## src/rtl/div_unit.sv

```systemverilog
// Radix-2 restoring divider for RV32M DIV/DIVU/REM/REMU; one quotient bit per cycle.
// Latency 33 cycles (1 for divide-by-zero and signed overflow); start is ignored while busy.
module div_unit #(
   parameter int WIDTH = 32
) (
   input  logic             clk,
   input  logic             rst,
   input  logic             start,
   input  logic             is_signed,
   input  logic [WIDTH-1:0] dividend,
   input  logic [WIDTH-1:0] divisor,
   output logic             busy,
   output logic             done,
   output logic [WIDTH-1:0] quotient,
   output logic [WIDTH-1:0] remainder
);

   localparam int CW = $clog2(WIDTH);

   typedef enum logic [1:0] {IDLE, RUN, FINISH} state_t;

   state_t           state_q, state_d;
   logic [CW-1:0]    cnt_q, cnt_d;
   logic [WIDTH-1:0] p_q, p_d;
   logic [WIDTH-1:0] q_q, q_d;
   logic [WIDTH-1:0] dvs_q, dvs_d;
   logic             q_neg_q, q_neg_d;
   logic             r_neg_q, r_neg_d;
   logic [WIDTH-1:0] quot_q, quot_d;
   logic [WIDTH-1:0] rem_q, rem_d;
   logic             done_q, done_d;

   logic [WIDTH-1:0] a_abs, b_abs;
   logic [WIDTH:0]   shifted, trial;

   always_comb begin
      state_d = state_q;
      cnt_d   = cnt_q;
      p_d     = p_q;
      q_d     = q_q;
      dvs_d   = dvs_q;
      q_neg_d = q_neg_q;
      r_neg_d = r_neg_q;
      quot_d  = quot_q;
      rem_d   = rem_q;
      done_d  = 1'b0;

      a_abs   = (is_signed && dividend[WIDTH-1]) ? -dividend : dividend;
      b_abs   = (is_signed && divisor[WIDTH-1])  ? -divisor  : divisor;
      // Partial remainder is always below the divisor, so its 33rd bit is
      // implicitly zero and only WIDTH bits are stored.
      shifted = {p_q, q_q[WIDTH-1]};
      trial   = shifted - {1'b0, dvs_q};

      unique case (state_q)
         IDLE: begin
            if (start) begin
               cnt_d = '0;
               if (divisor == '0) begin
                  q_d     = '1;
                  p_d     = dividend;
                  q_neg_d = 1'b0;
                  r_neg_d = 1'b0;
                  state_d = FINISH;
               end else if (is_signed && dividend == {1'b1, {(WIDTH-1){1'b0}}} && divisor == '1) begin
                  q_d     = {1'b1, {(WIDTH-1){1'b0}}};
                  p_d     = '0;
                  q_neg_d = 1'b0;
                  r_neg_d = 1'b0;
                  state_d = FINISH;
               end else begin
                  q_d     = a_abs;
                  p_d     = '0;
                  dvs_d   = b_abs;
                  q_neg_d = is_signed & (dividend[WIDTH-1] ^ divisor[WIDTH-1]);
                  r_neg_d = is_signed & dividend[WIDTH-1];
                  state_d = RUN;
               end
            end
         end
         RUN: begin
            if (!trial[WIDTH]) begin
               p_d = trial[WIDTH-1:0];
               q_d = {q_q[WIDTH-2:0], 1'b1};
            end else begin
               p_d = shifted[WIDTH-1:0];
               q_d = {q_q[WIDTH-2:0], 1'b0};
            end
            cnt_d = cnt_q + CW'(1);
            if (cnt_q == CW'(WIDTH-1)) begin
               state_d = FINISH;
            end
         end
         FINISH: begin
            quot_d  = q_neg_q ? -q_q : q_q;
            rem_d   = r_neg_q ? -p_q : p_q;
            done_d  = 1'b1;
            state_d = IDLE;
         end
         default: state_d = IDLE;
      endcase
   end

   always_ff @(posedge clk) begin
      if (rst) begin
         state_q <= IDLE;
         cnt_q   <= '0;
         p_q     <= '0;
         q_q     <= '0;
         dvs_q   <= '0;
         q_neg_q <= 1'b0;
         r_neg_q <= 1'b0;
         quot_q  <= '0;
         rem_q   <= '0;
         done_q  <= 1'b0;
      end else begin
         state_q <= state_d;
         cnt_q   <= cnt_d;
         p_q     <= p_d;
         q_q     <= q_d;
         dvs_q   <= dvs_d;
         q_neg_q <= q_neg_d;
         r_neg_q <= r_neg_d;
         quot_q  <= quot_d;
         rem_q   <= rem_d;
         done_q  <= done_d;
      end
   end

   assign busy      = (state_q != IDLE);
   assign done      = done_q;
   assign quotient  = quot_q;
   assign remainder = rem_q;

endmodule

```

## config.mk

```make
export PLATFORM = sky130hd
export DESIGN_NAME = div_unit
export DESIGN_NICKNAME = d
export VERILOG_FILES = /design/src/rtl/div_unit.sv
export SDC_FILE = /design/constraint.sdc
export NUM_CORES = 1
export LEC_CHECK = 0
export CORE_ASPECT_RATIO = 1.25
export CORE_UTILIZATION = 59
export CTS_BUF_LIST = sky130_fd_sc_hd__clkbuf_4
export CTS_CLUSTER_SIZE = 28
export DETAILED_ROUTE_END_ITERATION = 10
export PLACE_DENSITY = 0.88
export SLEW_MARGIN = 40
export SYNTH_ARGS = -nofsm -noshare
export SYNTH_HDL_FRONTEND = slang
export SYNTH_SLANG_ARGS = --single-unit
```

## constraint.sdc

```tcl
create_clock -name clk -period 4.1 [get_ports clk]
set_input_delay 0.82 -clock clk [delete_from_list [all_inputs] [get_ports clk]]
set_output_delay 0.82 -clock clk [all_outputs]
set_load 0.05 [all_outputs]
```

==> results list <==
- The flow ran to the end, and the final reports show no timing, DRC or antenna violations.
- For this design the total switching power over the nets is between 1.5 and 2 mW.
- Setup repair after global routing left no endpoint under its margin.
* Total Routed Length: approximately 30 mm
- CP cell instances: inv_1 > ha_1 > fa_1 > nor2b_1 > o31ai_1 > a21oi_1 > a311oi_1 > o21a_1 > o211ai_1 > buf_12 > mux2i_1 > nor2_1 > a211oi_1 > nor3_1
* Buffer count from post-CTS setup fixing: 0
- Final hold violation count: 0
* Root cell of the clock tree: sky130_fd_sc_hd__clkbuf_4
* Number of inserted filler cells in the final layout: 1466
- From synthesis to final layout, the design area changed by 17.27%.
- After synthesis the cells add up to around 11000 um^2.
- After synthesis, the share of cell area in mux cells is 0.009029.
* Worst setup slack before clock tree synthesis: 106.1 ps
* Most frequent cells after synthesis: sky130_fd_sc_hd__nor2_1 (198), sky130_fd_sc_hd__dfxtp_1 (170), sky130_fd_sc_hd__a211oi_1 (111)
- Wire length of the first global-routing pass: a little under 50 mm
- The design draws between 4 and 5 mW.
- Switching power share of the total: 0.3631
* Area fraction of the dominant cell type after synthesis: 0.3070
- In this run the number of H-tree levels came out at 4.
* Adder and majority gate portion of the synthesized area: 0.04582
* Worst supply voltage drop on vdd: roughly 300 uV
- In this run the worst path has a maximum fanout of 38.
- Avg Vias per Cell: a little over 6
- The core region is approximately 18000 um^2.
- Setup slack on the critical path of the routed design comes to 455.6 ps.
- Finished Cell Area: 13000 um^2
* Number of nets with antenna violations after detailed routing: 0
- Sequential area share after synthesis: 0.3070
* Count of warnings emitted by yosys: 0
- Cell Pwr Density: approximately 350 nW/um^2
- Of the total power, registers draw 0.422.
- Combinational cell fraction of total power: 0.351
* Full die area: 19340 um^2
- DIE HEIGHT: roughly 160 um
- Primary flip-flop cell chosen by synthesis mapping: sky130_fd_sc_hd__dfxtp_1
- The cell family contributing the most delay on the critical path is compound AO/OA/AOI/OAI gates.
* Length of the first detailed-routing pass in iterations: 6
* Number of max-capacitance violations reported: 0
- Summed over all layers, the global routing overflow is 0.
- The initial utilization of the core area, before any placement, comes to 0.6079.
- The compound-cell area share of the yosys netlist was 0.2621.
- The analysis attributes to cell leakage a power of ~4.8 nW.
- Bufs and invs on worst path: 2
- Timing-limited maximum frequency: approximately 0.27 GHz
* Standard-cell rows: 55
- Counting flops with a built-in enable in the synthesized netlist gives 0.
- Critical Path Sink Type: flip-flop
- Gates resized during post-CTS repair numbered 0.
- Counting cells, the worst reg-to-reg path comes to 14.
- Combinational family with the most area after synthesis: compound AO/OA/AOI/OAI gates
- After detailed routing, the met3 layer carries 1.850 mm of wire.
- Wire length on met2: 14.87 mm
- Sort of element at the start of the critical path: flip-flop
- The worst setup path is of the reg -> reg kind.
- The netlist uses 70 different library cells.
* Worst-path cell with the longest stage delay: sky130_fd_sc_hd__dfxtp_1
- CTS saw between 150 and 200 sinks.
* Final cycle utilization of the critical path: 0.8889
- Average instance area after synthesis: a little under 8 um^2
- Area taken by flip-flops and latches: around 3400 um^2
- Clk Latency, worst-skew pair: about 580 ps
- Net count of the finished layout: about 1.6k
- Worst Tran Pin Value: 672.1 ps
- In this run the critical register-to-register path is launched from q_q[31].
* Global-route usage over all layers: 0.3142
- Worst reg2reg setup slack: 460 ps
* Detailed-route via count: 10.91k
- For this run, the slowest stage of the critical path takes between 400 and 500 ps.
- The biggest area contributor in the post-synthesis netlist is sky130_fd_sc_hd__dfxtp_1.
* Biggest area contributors in the synthesized netlist: sky130_fd_sc_hd__dfxtp_1 (31%), sky130_fd_sc_hd__a211oi_1 (7.5%), sky130_fd_sc_hd__nor2_1 (6.7%)
* Top-level I/O count: between 100 and 150
- The worst path in the final design needs a cycle of between 3000 and 4000 ps, including I/O delays and setup.
- Initial antenna violation count: 1
- After clock tree synthesis, the flow added hold-fix buffers numbering 0.
- Clk buf depth: 2
- For this block, the initial DRC count from the detailed router was 912.
- Of the total synthesized cell area, the portion taken by AND, OR, NAND and NOR gates is 0.2104.
- Multi-input combinational cell area: a little over 7000 um^2
- Clock tree skew after final layout: 20.52 ps
- In this run the cell area measured after placement is 12690 um^2.
- The via count of the first global-routing pass came to approximately 10k.
- Max-Slew Margin vs Limit: 0.5519
* Hold depth: 2
- Data arrival time of the worst path: just over 4000 ps
- Fraction of layout instances using a drive strength above 1: 0.06360
- For hold timing, the worst endpoint is quotient[26].
- On the final layout, the worst hold slack is between 400 and 500 ps.
* Chip width: about 120 um
* Mean routed wirelength per cell: 17.03 um
- Worst min-delay path class: reg -> reg
* Top routing layer in use: met4
* Flops & latches, synth: 170
- Setup tns final: 0 ps
* Number of instances in the synthesized netlist: between 1k and 1.5k
* Async S/R FF share, synth: 0
- Post-detailed-placement half-perimeter wirelength: between 20 and 25 mm
- Total setup violations reported at the end of the flow: 0
- Worst endpoint required time: 4550 ps
- Capture point of the worst reg-to-reg path: p_q[16]
- Clock-pin slew was measured on the worst setup and hold paths at between 100 and 150 ps.
- The number of nets in the synthesized netlist is roughly 1.5k.
- Top-count cell post-synth: sky130_fd_sc_hd__nor2_1
- Clock power share: 0.227
* Input/output buffers: 133
- XOR/XNOR Fraction of Synth Area: 0.1130
- CTS Buf Count: 17
- Entering global routing, the biggest net connects 86 pins.
* Max-slew violation total from the final report: 0
- Worst Hold Launch: quotient[26]
- TritonCTS clock tree: built
- Final weighted congestion in routability-driven placement: a little over 0.9
- In the routed design, unresolved DRC markers number 0.
- Cell internal power was estimated by the tool at 2.871 mW.
- For this block, wires on met1 add up to roughly 12 mm.
flip-flops by register name, summed over array words and instances, names as in the netlist:
| signal | flops |
|---|---|
| dvs_q | 32 |
| r_neg_q | 1 |
| done | 1 |
| q_q | 32 |
| state_q | 2 |
| quotient | 32 |
| remainder | 32 |
| p_q | 32 |
| cnt_q | 5 |
| q_neg_q | 1 |
routing by layer:
layer	track usage	vias up
met4	0.1968	0
met5	0	-
met1	0.3573	5011
met2	0.5470	406
met3	0.05399	101
li1	-	5392
metrics by stage:
step                      utilization  std cells
after floorplan                     -       1434
after global placement         0.6952       1737
after detailed placement       0.6957       1737
after CTS                      0.7122       1769
after global routing           0.7129       1770
final                          0.7129       1770
worst max path at each step:
stage,endpoint,from,slack (ps),depth (start not counted)
after global routing,p_q[14],q_q[31],160,12
after CTS,p_q[16],q_q[31],500,14
after global placement,p_q[14],divisor[7],200,11
after floorplan,dvs_q[24],dividend[4],950,10
final,p_q[16],q_q[31],460,14
after detailed placement,p_q[14],divisor[7],110,11
power groups by stage:
stage | registers, mW | logic, mW | clock network [mW]
2_1_floorplan | 1.88 | 1.17 | 0
3_3_place_gp | 1.93 | 1.52 | 0
3_5_place_dp | 1.93 | 1.56 | 0
4_1_cts | 1.90 | 1.56 | 1.04
5_1_grt | 1.92 | 1.74 | 1.11
6_report | 1.90 | 1.58 | 1.02
cell type report:
cell class / instances / share of cell area
multi-input combinational: 1113 / 0.5494
sequential: 170 / 0.2619
timing repair buffer: 172 / 0.1279
tap: 228 / 0.02194
inverter: 54 / 0.01559
clock buffer: 20 / 0.01155
clock inverter: 12 / 0.01155
antenna: 1 / 0.0001925
kinds of logic after synthesis:
logic type,after synthesis
simple gates,492
compound gates,428
flops,170
buf+inv,151
xor+xnor,143
fa+ha+maj,40
mux,10
placed cells by master, fill, tap and decap left out, drive strengths merged, types with 9 or more instances in the layout:
master	instances
xor2	81
nand2	106
or3	14
a311oi	10
o211ai	10
o21a	9
dfxtp	170
o21ai	64
a211oi	111
o41ai	11
nor4	15
a21o	20
clkdlybuf4s50	132
clkbuf	20
a221oi	29
nand4	12
nand2b	14
xnor2	62
o31ai	35
nand3	26
and3	15
nor2	200
a31oi	9
ha	39
buf	40
inv	54
mux2i	10
nor2b	10
a21oi	102
nor3	51
worst min-delay path: stages, from the launching register on:
cell and delay [ps]:
sky130_fd_sc_hd__dfxtp_1 330, sky130_fd_sc_hd__nand2_1 50, sky130_fd_sc_hd__a21oi_1 50
No activity file was read; power rests on OpenSTA's default activity.
